`config.mk`:
```
export PLATFORM = sky130hd
export DESIGN_NAME = tlp_tag_tracker
export DESIGN_NICKNAME = d
export VERILOG_FILES = /design/src/rtl/pcie_tlp_pkg.sv /design/src/rtl/tlp_tag_prio_enc.sv /design/src/rtl/tlp_tag_tracker.sv
export SDC_FILE = /design/constraint.sdc
export NUM_CORES = 2
export LEC_CHECK = 0
export CAP_MARGIN = 25
export CORE_MARGIN = 1.5
export CORE_UTILIZATION = 55
export CTS_BUF_LIST = sky130_fd_sc_hd__clkbuf_4
export DETAILED_ROUTE_END_ITERATION = 12
export HOLD_SLACK_MARGIN = 0.08
export PLACE_DENSITY = 0.71
export SLEW_MARGIN = 0
export SYNTH_ARGS = -nofsm -noshare
export SYNTH_HDL_FRONTEND = slang
export SYNTH_SLANG_ARGS = --single-unit
```
`constraint.sdc`:
```
create_clock -name i_clk -period 6.05 [get_ports i_clk]
set_clock_uncertainty 0.2 [all_clocks]
set_input_delay 1.21 -clock i_clk [delete_from_list [all_inputs] [get_ports i_clk]]
set_output_delay 1.21 -clock i_clk [all_outputs]
set_load 0.01 [all_outputs]
```
`src/rtl/pcie_tlp_pkg.sv`:
```
// Shared definitions for the PCIe tag tracker.
// Holds the completion status codes, the tracker's internal retirement codes,
// the tag base used in 10-bit tag mode, the per-entry state record and a
// helper that decodes the 12-bit completion Byte Count field.
package pcie_tlp_pkg;

    // Completion status values as they appear in the completion header
    localparam logic [2:0] ST_SC       = 3'b000;
    localparam logic [2:0] ST_UR       = 3'b001;
    localparam logic [2:0] ST_CRS      = 3'b010;
    localparam logic [2:0] ST_CA       = 3'b100;

    // Tracker-generated retirement reasons (never seen on the wire)
    localparam logic [2:0] ST_MISMATCH = 3'b110;
    localparam logic [2:0] ST_TIMEOUT  = 3'b111;

    // 10-bit tags are handed out starting at this value
    localparam int TAG_BASE_10BIT = 256;

    // Per-tag bookkeeping
    typedef struct packed {
        logic        busy;
        logic        expired;
        logic [12:0] remaining;
        logic [7:0]  timer;
    } tag_entry_t;

    // A Byte Count of zero stands for a full 4 KB
    function automatic logic [12:0] decode_byte_count(input logic [11:0] bc);
        return (bc == 12'd0) ? 13'd4096 : {1'b0, bc};
    endfunction

endpackage

```
`src/rtl/tlp_tag_prio_enc.sv`:
```
// Lowest-set-bit priority encoder.
// Ports:
//   i_vec   - request vector, bit 0 has highest priority
//   o_idx   - index of the lowest set bit (0 when none set)
//   o_found - at least one bit of i_vec is set
module tlp_tag_prio_enc #(
    parameter int N  = 32,
    parameter int IW = (N > 1) ? $clog2(N) : 1
) (
    input  logic [N-1:0]  i_vec,
    output logic [IW-1:0] o_idx,
    output logic          o_found
);

    // Scan from the top down so the lowest set bit is the last one written
    always_comb begin
        o_idx   = '0;
        o_found = 1'b0;
        for (int i = N - 1; i >= 0; i--) begin
            if (i_vec[i]) begin
                o_idx   = IW'(i);
                o_found = 1'b1;
            end
        end
    end

endmodule

```
`src/rtl/tlp_tag_tracker.sv`:
```
// Outstanding non-posted request tracker.
// Hands out tags to the header builder, matches returning completions
// against them, counts down remaining bytes to spot the final completion and
// retires stale tags after a programmable timeout.
// Ports:
//   i_clk, i_rst_n          - clock, asynchronous active-low reset
//   i_tag_10bit_en          - requested tag mode, sampled only while idle
//   i_alloc_valid/_byte_cnt - tag request and its byte count (1..4096)
//   o_alloc_ready/_tag      - a free tag exists / the tag that would be granted
//   i_cpl_*                 - completion header fields, one per cycle max
//   o_done_valid/_tag/_st   - one-cycle retirement pulse with reason
//   o_err_unexpected        - completion for a tag that is not outstanding
//   o_outstanding_cnt       - number of busy entries
//   o_mode_10bit            - currently latched tag mode
module tlp_tag_tracker
    import pcie_tlp_pkg::*;
#(
    parameter int SUPPORT_10BIT_TAG = 0,
    parameter int NUM_TAGS          = 32,
    parameter int TICK_DIV          = 1024,
    parameter int TIMEOUT_TICKS     = 50
) (
    input  logic        i_clk,
    input  logic        i_rst_n,
    input  logic        i_tag_10bit_en,
    input  logic        i_alloc_valid,
    input  logic [12:0] i_alloc_byte_count,
    output logic        o_alloc_ready,
    output logic [9:0]  o_alloc_tag,
    input  logic        i_cpl_valid,
    input  logic [9:0]  i_cpl_tag,
    input  logic [2:0]  i_cpl_status,
    input  logic [11:0] i_cpl_byte_count,
    input  logic [12:0] i_cpl_payload_bytes,
    output logic        o_done_valid,
    output logic [9:0]  o_done_tag,
    output logic [2:0]  o_done_status,
    output logic        o_err_unexpected,
    output logic [9:0]  o_outstanding_cnt,
    output logic        o_mode_10bit
);

    localparam int IW       = (NUM_TAGS > 1) ? $clog2(NUM_TAGS) : 1;
    localparam int PW       = (TICK_DIV > 1) ? $clog2(TICK_DIV) : 1;
    localparam int USABLE_8 = (NUM_TAGS > 256) ? 256 : NUM_TAGS;

    tag_entry_t      r_ent [NUM_TAGS];
    logic [PW-1:0]   r_presc;
    logic            r_mode;
    logic            r_done_valid;
    logic [9:0]      r_done_tag;
    logic [2:0]      r_done_status;
    logic            r_err;
    logic [9:0]      r_out;

    logic [9:0]          w_base;
    logic [NUM_TAGS-1:0] w_free_vec;
    logic [NUM_TAGS-1:0] w_exp_vec;
    logic [IW-1:0]       w_free_idx;
    logic                w_free_found;
    logic [IW-1:0]       w_exp_idx;
    logic                w_exp_found;
    logic [9:0]          w_cpl_off;
    logic                w_cpl_in_range;
    logic [IW-1:0]       w_cpl_idx;
    tag_entry_t          w_sel;
    logic                w_cpl_hit;
    logic                w_cpl_err;
    logic [12:0]         w_cpl_bc;
    logic                w_cpl_retire;
    logic [2:0]          w_cpl_status;
    logic                w_grant;
    logic                w_to_retire;
    logic                w_retire;
    logic                w_tick;

    assign w_base = r_mode ? 10'(TAG_BASE_10BIT) : 10'd0;

    // In 8-bit mode only the first 256 entries can be addressed by a tag.
    // An entry receiving a completion this cycle is hidden from the timeout
    // scanner, since the completion clears its expiry.
    always_comb begin
        w_free_vec = '0;
        w_exp_vec  = '0;
        for (int i = 0; i < NUM_TAGS; i++) begin
            w_free_vec[i] = !r_ent[i].busy && (r_mode || (i < USABLE_8));
            w_exp_vec[i]  = r_ent[i].busy && r_ent[i].expired &&
                            !(w_cpl_hit && (w_cpl_idx == IW'(i)));
        end
    end

    tlp_tag_prio_enc #(.N(NUM_TAGS), .IW(IW)) u_free_enc (
        .i_vec   (w_free_vec),
        .o_idx   (w_free_idx),
        .o_found (w_free_found)
    );

    tlp_tag_prio_enc #(.N(NUM_TAGS), .IW(IW)) u_exp_enc (
        .i_vec   (w_exp_vec),
        .o_idx   (w_exp_idx),
        .o_found (w_exp_found)
    );

    assign o_alloc_ready = w_free_found;
    assign o_alloc_tag   = w_base + 10'(w_free_idx);
    assign w_grant       = i_alloc_valid && w_free_found;

    // In 10-bit mode tags below the base are rejected outright
    assign w_cpl_off      = i_cpl_tag - w_base;
    assign w_cpl_in_range = r_mode ?
                            ((i_cpl_tag[9:8] != 2'b00) && ({1'b0, w_cpl_off} < 11'(NUM_TAGS))) :
                            ({1'b0, i_cpl_tag} < 11'(USABLE_8));
    assign w_cpl_idx      = w_cpl_off[IW-1:0];
    assign w_sel          = r_ent[w_cpl_idx];
    assign w_cpl_hit      = i_cpl_valid && w_cpl_in_range && w_sel.busy;
    assign w_cpl_err      = i_cpl_valid && !w_cpl_hit;
    assign w_cpl_bc       = decode_byte_count(i_cpl_byte_count);

    // Classify a completion that landed on a busy entry; a partial completion
    // leaves w_cpl_retire low and just shrinks the remaining count.
    always_comb begin
        w_cpl_retire = 1'b0;
        w_cpl_status = ST_SC;
        if (w_cpl_hit) begin
            if (i_cpl_status != ST_SC) begin
                w_cpl_retire = 1'b1;
                w_cpl_status = i_cpl_status;
            end else if (w_cpl_bc != w_sel.remaining) begin
                w_cpl_retire = 1'b1;
                w_cpl_status = ST_MISMATCH;
            end else if (w_cpl_bc <= i_cpl_payload_bytes) begin
                w_cpl_retire = 1'b1;
                w_cpl_status = ST_SC;
            end
        end
    end

    assign w_to_retire = w_exp_found && !w_cpl_retire;
    assign w_retire    = w_cpl_retire || w_to_retire;
    assign w_tick      = (r_presc == PW'(TICK_DIV - 1));

    // Per-entry update: a grant, a completion and a timeout retirement always
    // target different entries, so each entry sees at most one of them.
    always_ff @(posedge i_clk or negedge i_rst_n) begin
        if (!i_rst_n) begin
            for (int i = 0; i < NUM_TAGS; i++) begin
                r_ent[i] <= '0;
            end
        end else begin
            for (int i = 0; i < NUM_TAGS; i++) begin
                if (w_grant && (w_free_idx == IW'(i))) begin
                    r_ent[i].busy      <= 1'b1;
                    r_ent[i].expired   <= 1'b0;
                    r_ent[i].remaining <= i_alloc_byte_count;
                    r_ent[i].timer     <= 8'(TIMEOUT_TICKS);
                end else if (w_cpl_hit && (w_cpl_idx == IW'(i))) begin
                    r_ent[i].expired <= 1'b0;
                    if (w_cpl_retire) begin
                        r_ent[i].busy <= 1'b0;
                    end else begin
                        r_ent[i].remaining <= r_ent[i].remaining - i_cpl_payload_bytes;
                        r_ent[i].timer     <= 8'(TIMEOUT_TICKS);
                    end
                end else if (w_to_retire && (w_exp_idx == IW'(i))) begin
                    r_ent[i].busy    <= 1'b0;
                    r_ent[i].expired <= 1'b0;
                end else if (w_tick && r_ent[i].busy && !r_ent[i].expired) begin
                    r_ent[i].timer <= r_ent[i].timer - 8'd1;
                    if (r_ent[i].timer == 8'd1) begin
                        r_ent[i].expired <= 1'b1;
                    end
                end
            end
        end
    end

    // Prescaler, mode latch, retirement/error strobes and busy count.
    // The mode may only change while nothing is outstanding so tags never
    // straddle the two numbering schemes.
    always_ff @(posedge i_clk or negedge i_rst_n) begin
        if (!i_rst_n) begin
            r_presc       <= '0;
            r_mode        <= 1'b0;
            r_done_valid  <= 1'b0;
            r_done_tag    <= '0;
            r_done_status <= '0;
            r_err         <= 1'b0;
            r_out         <= '0;
        end else begin
            r_presc <= w_tick ? '0 : r_presc + PW'(1);
            if ((r_out == 10'd0) && !w_grant) begin
                r_mode <= i_tag_10bit_en && (SUPPORT_10BIT_TAG != 0);
            end
            r_done_valid <= w_retire;
            if (w_cpl_retire) begin
                r_done_tag    <= w_base + 10'(w_cpl_idx);
                r_done_status <= w_cpl_status;
            end else if (w_to_retire) begin
                r_done_tag    <= w_base + 10'(w_exp_idx);
                r_done_status <= ST_TIMEOUT;
            end
            r_err <= w_cpl_err;
            r_out <= r_out + 10'(w_grant) - 10'(w_retire);
        end
    end

    assign o_done_valid      = r_done_valid;
    assign o_done_tag        = r_done_tag;
    assign o_done_status     = r_done_status;
    assign o_err_unexpected  = r_err;
    assign o_outstanding_cnt = r_out;
    assign o_mode_10bit      = r_mode;

endmodule

```
# ---- Yosys cells after proc, flatten, opt, wreduce, memory -nomap -nowiden
# Cells that the tools add are included.
dict set report word_totals {
  register_bits 771
  in_bits 56
  out_inout_bits 37
}
dict set report classes {
  add_sub_neg 67
  magnitude_cmp 3
  eq_ne 255
  muxes 497
  n_bitwise 1
  reduce_logical 590
}
# cell count
set ops {}
lappend ops {{$mux 23} 34}
lappend ops {{$mux 8} 96}
lappend ops {{$mux 21} 32}
lappend ops {{$mux 13} 33}
lappend ops {{$sub 13x13->13} 32}
lappend ops {{$mux 5} 64}
lappend ops {{$eq 8x1->1 const B} 32}
lappend ops {{$reduce_bool 4->1} 64}
lappend ops {{$sub 8x1->8 const B} 32}
lappend ops {{$eq 5x5->1 const B} 48}
lappend ops {{$logic_and 1x1->1} 229}
lappend ops {{$mux 1} 197}
lappend ops {{$reduce_bool 3->1} 65}
lappend ops {{$reduce_and 2->1} 96}
lappend ops {{$ne 3x3->1 const B} 52}
lappend ops {{$ne 3x2->1 const B} 44}
lappend ops {{$eq 5x4->1 const B} 24}
lappend ops {{$bmux 23 s5} 1}
lappend ops {{$reduce_and 3->1} 32}
lappend ops {{$logic_not 1->1} 66}
lappend ops {{$reduce_bool 2->1} 33}
lappend ops {{$mux 2} 32}
lappend ops {{$ne 2x1->1 const B} 32}
lappend ops {{$eq 5x3->1 const B} 12}
lappend ops {{other kinds (16)} 31}

# ---- Depth between registers and ports, before layout
dict set report logic_depth {
  ltp_word 45
  depth_mapped 34
  mapped_depth_nobuf 25
}

# ---- Hierarchy
# Synthesis repeated with hierarchy kept, for this count alone.
dict set report unflattened {
  cells_unflattened 7233
  area_unflattened_um2 59148.0
}
# module n_inst cells_each area_each_um2
set modules_own_cells {}
lappend modules_own_cells {tlp_tag_tracker 1 7103 58407.3}
lappend modules_own_cells {tlp_tag_prio_enc 2 65 370.4}

# ---- Worst setup path after synthesis
# Ideal clock, no wire load.
dict set report synth_path {
  path_type {input to register}
  from {input port i_cpl_tag[1]}
  to {register r_out[8], in the netlist o_outstanding_cnt[8]}
  setup_time_ps 123
  arrival_ps 6124
  setup_slack_ps -396
  stages 31
  cell_sequence {clkbuf_1 -> buf_6 -> buf_4 -> mux4_2 -> mux2i_1 -> nor2_1 -> a2111o_1 -> or3b_1 -> a211oi_2 -> and4_1 -> buf_4 -> or2_2 -> buf_4 -> buf_4 -> buf_4 -> buf_2 -> nand2_1 -> ha_1 -> inv_1 -> ha_1 -> inv_1 -> fa_1 -> inv_1 -> a21oi_1 -> o21bai_1 -> a21oi_1 -> nor2_1 -> o21ai_0 -> nand2b_1 -> a21oi_1 -> xnor2_1}
}
dict set report synth_via {
  elab_chain_len 43
  elab_cells_between_ends 175
}
# element line
set synth_lines {}
lappend synth_lines {{start: declaration} tlp_tag_tracker.sv:31} ;# input logic [9:0] i_cpl_tag,
lappend synth_lines {{$not 5->6 (not written as such)} tlp_tag_tracker.sv:114} ;# assign w_sel = r_ent[w_cpl_idx];
lappend synth_lines {{$bmux 23 s5} tlp_tag_tracker.sv:114}
lappend synth_lines {{$mux 23 (not written as such) (2 in series)} tlp_tag_tracker.sv:114}
lappend synth_lines {{$logic_and 1x1->1} tlp_tag_tracker.sv:115} ;# assign w_cpl_hit = i_cpl_valid && w_cpl_in_range && w_sel.busy;
lappend synth_lines {{$logic_and 1x1->1} tlp_tag_tracker.sv:88} ;# !(w_cpl_hit && (w_cpl_idx == IW'(i)));
lappend synth_lines {{$logic_not 1->1} tlp_tag_tracker.sv:88}
lappend synth_lines {{$logic_and 1x1->1} tlp_tag_tracker.sv:87} ;# w_exp_vec[i] = r_ent[i].busy && r_ent[i].expired &&
lappend synth_lines {{$mux 1 (32 in series)} tlp_tag_prio_enc.sv:20} ;# if (i_vec[i]) begin
lappend synth_lines {{$logic_and 1x1->1} tlp_tag_tracker.sv:138} ;# assign w_to_retire = w_exp_found && !w_cpl_retire;
lappend synth_lines {{$logic_or 1x1->1 (*)} tlp_tag_tracker.sv:139} ;# assign w_retire = w_cpl_retire || w_to_retire;
lappend synth_lines {{net w_retire} tlp_tag_tracker.sv:74} ;# logic w_retire;
lappend synth_lines {{$sub 10x1->10 (*)} tlp_tag_tracker.sv:203} ;# r_out <= r_out + 10'(w_grant) - 10'(w_retire);
lappend synth_lines {{end signal: assignment} tlp_tag_tracker.sv:203}
lappend synth_lines {{end: declaration} tlp_tag_tracker.sv:54} ;# logic [9:0] r_out;
# The timed path passes the listed nets; every way through them passes the cells marked *. The select of a mux whose other input is x is not followed.
# A chain may end at the register's enable or synchronous reset.

# ---- Final worst setup path
dict set report layout_path {
  from {register r_ent[321] in the netlist's numbering}
  to {output port o_alloc_tag[0]}
}
dict set report layout_via {
  elab_chain_len 19
}
# element line
set layout_lines {}
lappend layout_lines {{start: declaration} tlp_tag_tracker.sv:47} ;# tag_entry_t r_ent [NUM_TAGS];
lappend layout_lines {{$mux 5 (19 in series)} tlp_tag_prio_enc.sv:20}
lappend layout_lines {{end: declaration} tlp_tag_tracker.sv:29} ;# output logic [9:0] o_alloc_tag,
# No other way between the ends.

==> impl.org <==
** Status
- The flow ran to the end, and the final reports show no timing, DRC or antenna violations.

** Clock tree
- Root buffer cell :: sky130_fd_sc_hd__clkbuf_4
- Number of CTS-inserted buffers :: 210
- TritonCTS built the clock tree.
- After clock tree synthesis, the flow added hold-fix buffers numbering 1.
- The clock net in this run drives a total of 766 sinks.
- The longest clock path from root to sink contains 3 buffers.
- Post-CTS timing repair inserted 0 buffers for setup.
- After clock tree synthesis, the clock-pin slew on the worst setup and hold paths is 70 ps.
- Number of gates given a new drive strength after cts :: 0
- The clock reaches the later pin of the worst-skew pair after 1260 ps.
- The H-tree was split into 4 levels.

** Pwr
- In this run the static leakage power is 30.9 nW.
- Sw frac :: 39.2%
- Power density over the cells :: 271 nW/µm²
- Net switching power :: 0.00686 W
- IR analysis of the VDD net gives a maximum drop of 0.265 mV.
- Clock share of power :: 27.9%
- Power share of the sequential group :: 36.8%
- Internal power component :: 0.0107 W
- Power share of the combinational group :: 35.3%

** Setup path
- Among cell families on the critical path, the largest total delay comes from compound AO/OA/AOI/OAI gates.
- Crit path DAT :: 4460 ps
- The worst register-to-register path ends at o_outstanding_cnt[8].
- Worst r2r path cells :: 23
- Critical path type :: reg -> out
- CP Data Required Time :: 4640 ps
- The number of buffers and inverters on the critical path is 3.
- Among all stages on the critical path, the largest delay is contributed by sky130_fd_sc_hd__clkdlybuf4s50_1.
- Across all register-to-register paths, the minimum setup slack is 250 ps.
- The critical path runs through a total of 9 cells.
- Along the worst path, the maximum fanout reaches 7.
- Nature of the critical path endpoint :: primary output
- Worst path cell trace :: inv_1 > o21ai_0 > a21boi_0 > o21a_1 > a311oi_1 > buf_4 > o21ai_1 > a21oi_1 > clkdlybuf4s50_1
- The worst setup path is launched from a flop.
- Origin of the critical flop-to-flop path :: r_ent[541]
- On the worst path, the slowest cell contributes a delay of 660 ps.

** GRT
- Pin count of the biggest net entering global routing :: 119
- met2 is the most crowded layer.
- Vias in the first global route :: 51974
- Global routing used 13.1% of the available met3 tracks.
- Across every metal layer, demand over resource in global routing totals 43.1%.
- Met1 track utilization from global routing :: 56.6%
- The first global-routing pass estimated 333000 µm of wire.
- After global routing the overflow that remains totals 0.
- Global routing usage on met2 :: 62.2%
- Antenna violations before repair :: 12

** Timing
- Setup violations remaining at the end of the flow were counted as 0.
- Top achievable clock speed :: 0.170 GHz
- Number of hold violations in the final report :: 0
- Transition time at the pin with the least slew margin :: 1120 ps
- On the final layout, the worst hold slack is 282 ps.
- Period minus WS final :: 5870 ps
- The final number of max-transition violations is 0.
- Share of the cycle needed by the critical path after routing :: 97.1%
- The worst pin sits at a relative slew slack of 24.1%.
- Setup repair after global routing left no endpoint under its margin.

** Layout
- Cells with a size suffix above 1 make up 13.5% of the layout.
- Most common cell after layout, fill and taps aside :: sky130_fd_sc_hd__nand2_1
- Compared with the post-synthesis result, the final layout area differs by 13.8%.
- With fillers left out, the area of the finished cells amounts to 64500 µm².
- Top library cells by usage in the layout, fill and taps aside :: sky130_fd_sc_hd__nand2_1 (887), sky130_fd_sc_hd__dfrtp_1 (766), sky130_fd_sc_hd__nor2_1 (581)
- Fillers :: 8869
- NumNets Final :: 7578

** Hold path
- For hold timing, the worst endpoint is r_presc[4].
- Worst hold path depth :: 1
- Worst min-delay path startpoint :: r_presc[4]
- Hold crit path type :: reg -> reg

** Routing
- DRT Wirelength :: 227000 µm
- Number of vias in the routed layout :: 55596
- Routed Antenna Nets :: 0
- Average wire length per cell after detail routing :: 26.6 µm
- After detailed routing, the number of remaining DRC violations is 0.
- The first detailed-routing pass took 8 iterations.
- Iteration-0 DRC Markers :: 6891
- Number of vias per cell after detailed routing :: 6.49

** Synth
- Yosys mapped a number of flops with a built-in enable equal to 0.
- Async set-reset flop share out of synthesis :: 100%
- In the synthesized netlist, the number of instances is 6531.
- Most used flip-flop cell after synthesis :: sky130_fd_sc_hd__dfrtp_1
- Mapped Area :: 56700 µm²
- Count of synthesis-stage warnings from yosys :: 0
- For this run, the register share of the synthesized area comes to 33.8%.
- Number of distinct library cells after synthesis :: 90
- Synthesized flop and latch total :: 766
- In this run the mean area of a mapped cell was 8.68 µm².

** Placement
- In this run the tool buffered the top-level ports with 80 buffer cells.
- The congestion estimate from routability-driven global placement came to 1.07.
- Summed over all nets, the half-perimeter wirelength after detailed placement is 161000 µm.
- Placed Instance Area :: 61800 µm²

** Flow run
- The tool flagged a number of max-cap violations equal to 0.

** Die
- The floorplan step defined a die boundary enclosing 105000 µm².
- For this configuration, the core starts out at a cell density of 55.6%.
- The floorplan step set the die width to 324 µm.
- For this design the top-level I/O count stands at 93.
- The initialized floorplan defines 117 standard-cell rows.
- In this run the standard cell core region covers 102000 µm².
- Measured along the y axis, the die boundary spans 324 µm.
-- synthesized netlist by cell type (19+ instances only) --
master / instances / area [µm²]
sky130_fd_sc_hd__buf_4: 34 / 255
sky130_fd_sc_hd__o22ai_1: 40 / 250
sky130_fd_sc_hd__nor3_1: 217 / 1090
sky130_fd_sc_hd__nand2b_1: 97 / 607
sky130_fd_sc_hd__and3_1: 27 / 169
sky130_fd_sc_hd__a21o_1: 123 / 923
sky130_fd_sc_hd__inv_1: 335 / 1260
sky130_fd_sc_hd__nand3b_1: 20 / 150
sky130_fd_sc_hd__xor2_1: 155 / 1360
sky130_fd_sc_hd__or2_2: 19 / 119
sky130_fd_sc_hd__mux2i_1: 95 / 951
sky130_fd_sc_hd__a221o_1: 105 / 1050
sky130_fd_sc_hd__nand3_1: 167 / 836
sky130_fd_sc_hd__or3_1: 84 / 526
sky130_fd_sc_hd__nand4_1: 29 / 181
sky130_fd_sc_hd__o31ai_1: 31 / 233
sky130_fd_sc_hd__xnor2_1: 248 / 2170
sky130_fd_sc_hd__a21boi_0: 113 / 848
sky130_fd_sc_hd__mux4_2: 77 / 1730
sky130_fd_sc_hd__ha_1: 472 / 5910
sky130_fd_sc_hd__dfrtp_1: 766 / 19200
sky130_fd_sc_hd__a21oi_1: 216 / 1080
sky130_fd_sc_hd__o211ai_1: 137 / 1030
sky130_fd_sc_hd__nor2_1: 582 / 2180
sky130_fd_sc_hd__a31oi_1: 85 / 532
sky130_fd_sc_hd__nor2b_1: 128 / 801
sky130_fd_sc_hd__clkbuf_1: 190 / 713
sky130_fd_sc_hd__and2_1: 45 / 282
sky130_fd_sc_hd__nand2_1: 887 / 3330
sky130_fd_sc_hd__nor4_1: 68 / 425
sky130_fd_sc_hd__buf_2: 46 / 230
sky130_fd_sc_hd__o21ai_0: 444 / 2220
sky130_fd_sc_hd__fa_1: 33 / 661
sky130_fd_sc_hd__a22oi_1: 146 / 1100
-- final cells by class --
class,count,area (µm²),area share [%]
clock inverter,77,422,0.653
tap,1368,1710,2.65
clock buffer,297,2230,3.45
inverter,337,1280,1.98
multi-input combinational,5155,35100,54.4
sequential,766,19200,29.7
antenna,16,40.0,0.0620
timing repair buffer,547,4580,7.09
-- metrics by stage --
step / utilization (%) / std cells / setup TNS (ps) / total power, W / worst slack [ps]
after CTS: 63.2 / 8544 / 0 / 0.0174 / 263
after global placement: 60.6 / 8167 / -2630 / 0.0123 / -525
after global routing: 63.2 / 8555 / 0 / 0.0183 / 121
after detailed placement: 60.6 / 8169 / -4490 / 0.0125 / -613
after floorplan: - / 6541 / -47.6 / 0.00994 / -47.6
final: 63.3 / 8563 / 0 / 0.0175 / 176
-- power by group through the flow --
stage                     registers (W)  logic (W)  clock network, W
after CTS                       0.00639    0.00603           0.00493
after global routing            0.00646    0.00667           0.00520
after detailed placement        0.00648    0.00599                 0
after floorplan                 0.00616    0.00379                 0
final                           0.00645    0.00618           0.00489
after global placement          0.00647    0.00584                 0
-- per-layer routing --
| metal | wire, µm | up-vias | part of all wire (%) |
|---|---|---|---|
| met1 | 88000 | 26691 | 39 |
| met4 | 15900 | 8 | 7.0 |
| met3 | 29500 | 857 | 13 |
| met5 | 53 | - | 0.023 |
| li1 | - | 24488 | - |
| met2 | 94000 | 3552 | 41 |
-- state kept, by name (all words and copies together), names as in the netlist --
signal             count
r_ent                736
o_done_valid           1
o_err_unexpected       1
o_outstanding_cnt     10
o_done_tag             5
o_done_status          3
r_presc               10
-- worst max-delay path by stage --
stage,to,from
floorplan,o_outstanding_cnt[8],i_cpl_tag[0]
CTS,o_alloc_tag[0],r_ent[321]
global placement,o_outstanding_cnt[8],i_cpl_tag[2]
detailed placement,o_outstanding_cnt[8],i_cpl_tag[0]
global route,o_outstanding_cnt[8],r_ent[495]
finish,o_alloc_tag[0],r_ent[321]
-- cell families (layout without fill, tap and decap cells) --
logic type                 Yosys count  in the layout  synth area share, %
muxes                              182            182                 4.99
other                                1             27              0.00661
buffers and inverters              620           1258                 4.47
and+or+nand+nor                   2463           2463                 20.3
AOI/OAI and AO/OA                 1591           1591                 18.6
DFF                                766            766                 33.8
adders and majority gates          505            505                 11.6
xor gates and xnor gates           403            403                 6.23
Power figures use the tool's default switching activity.
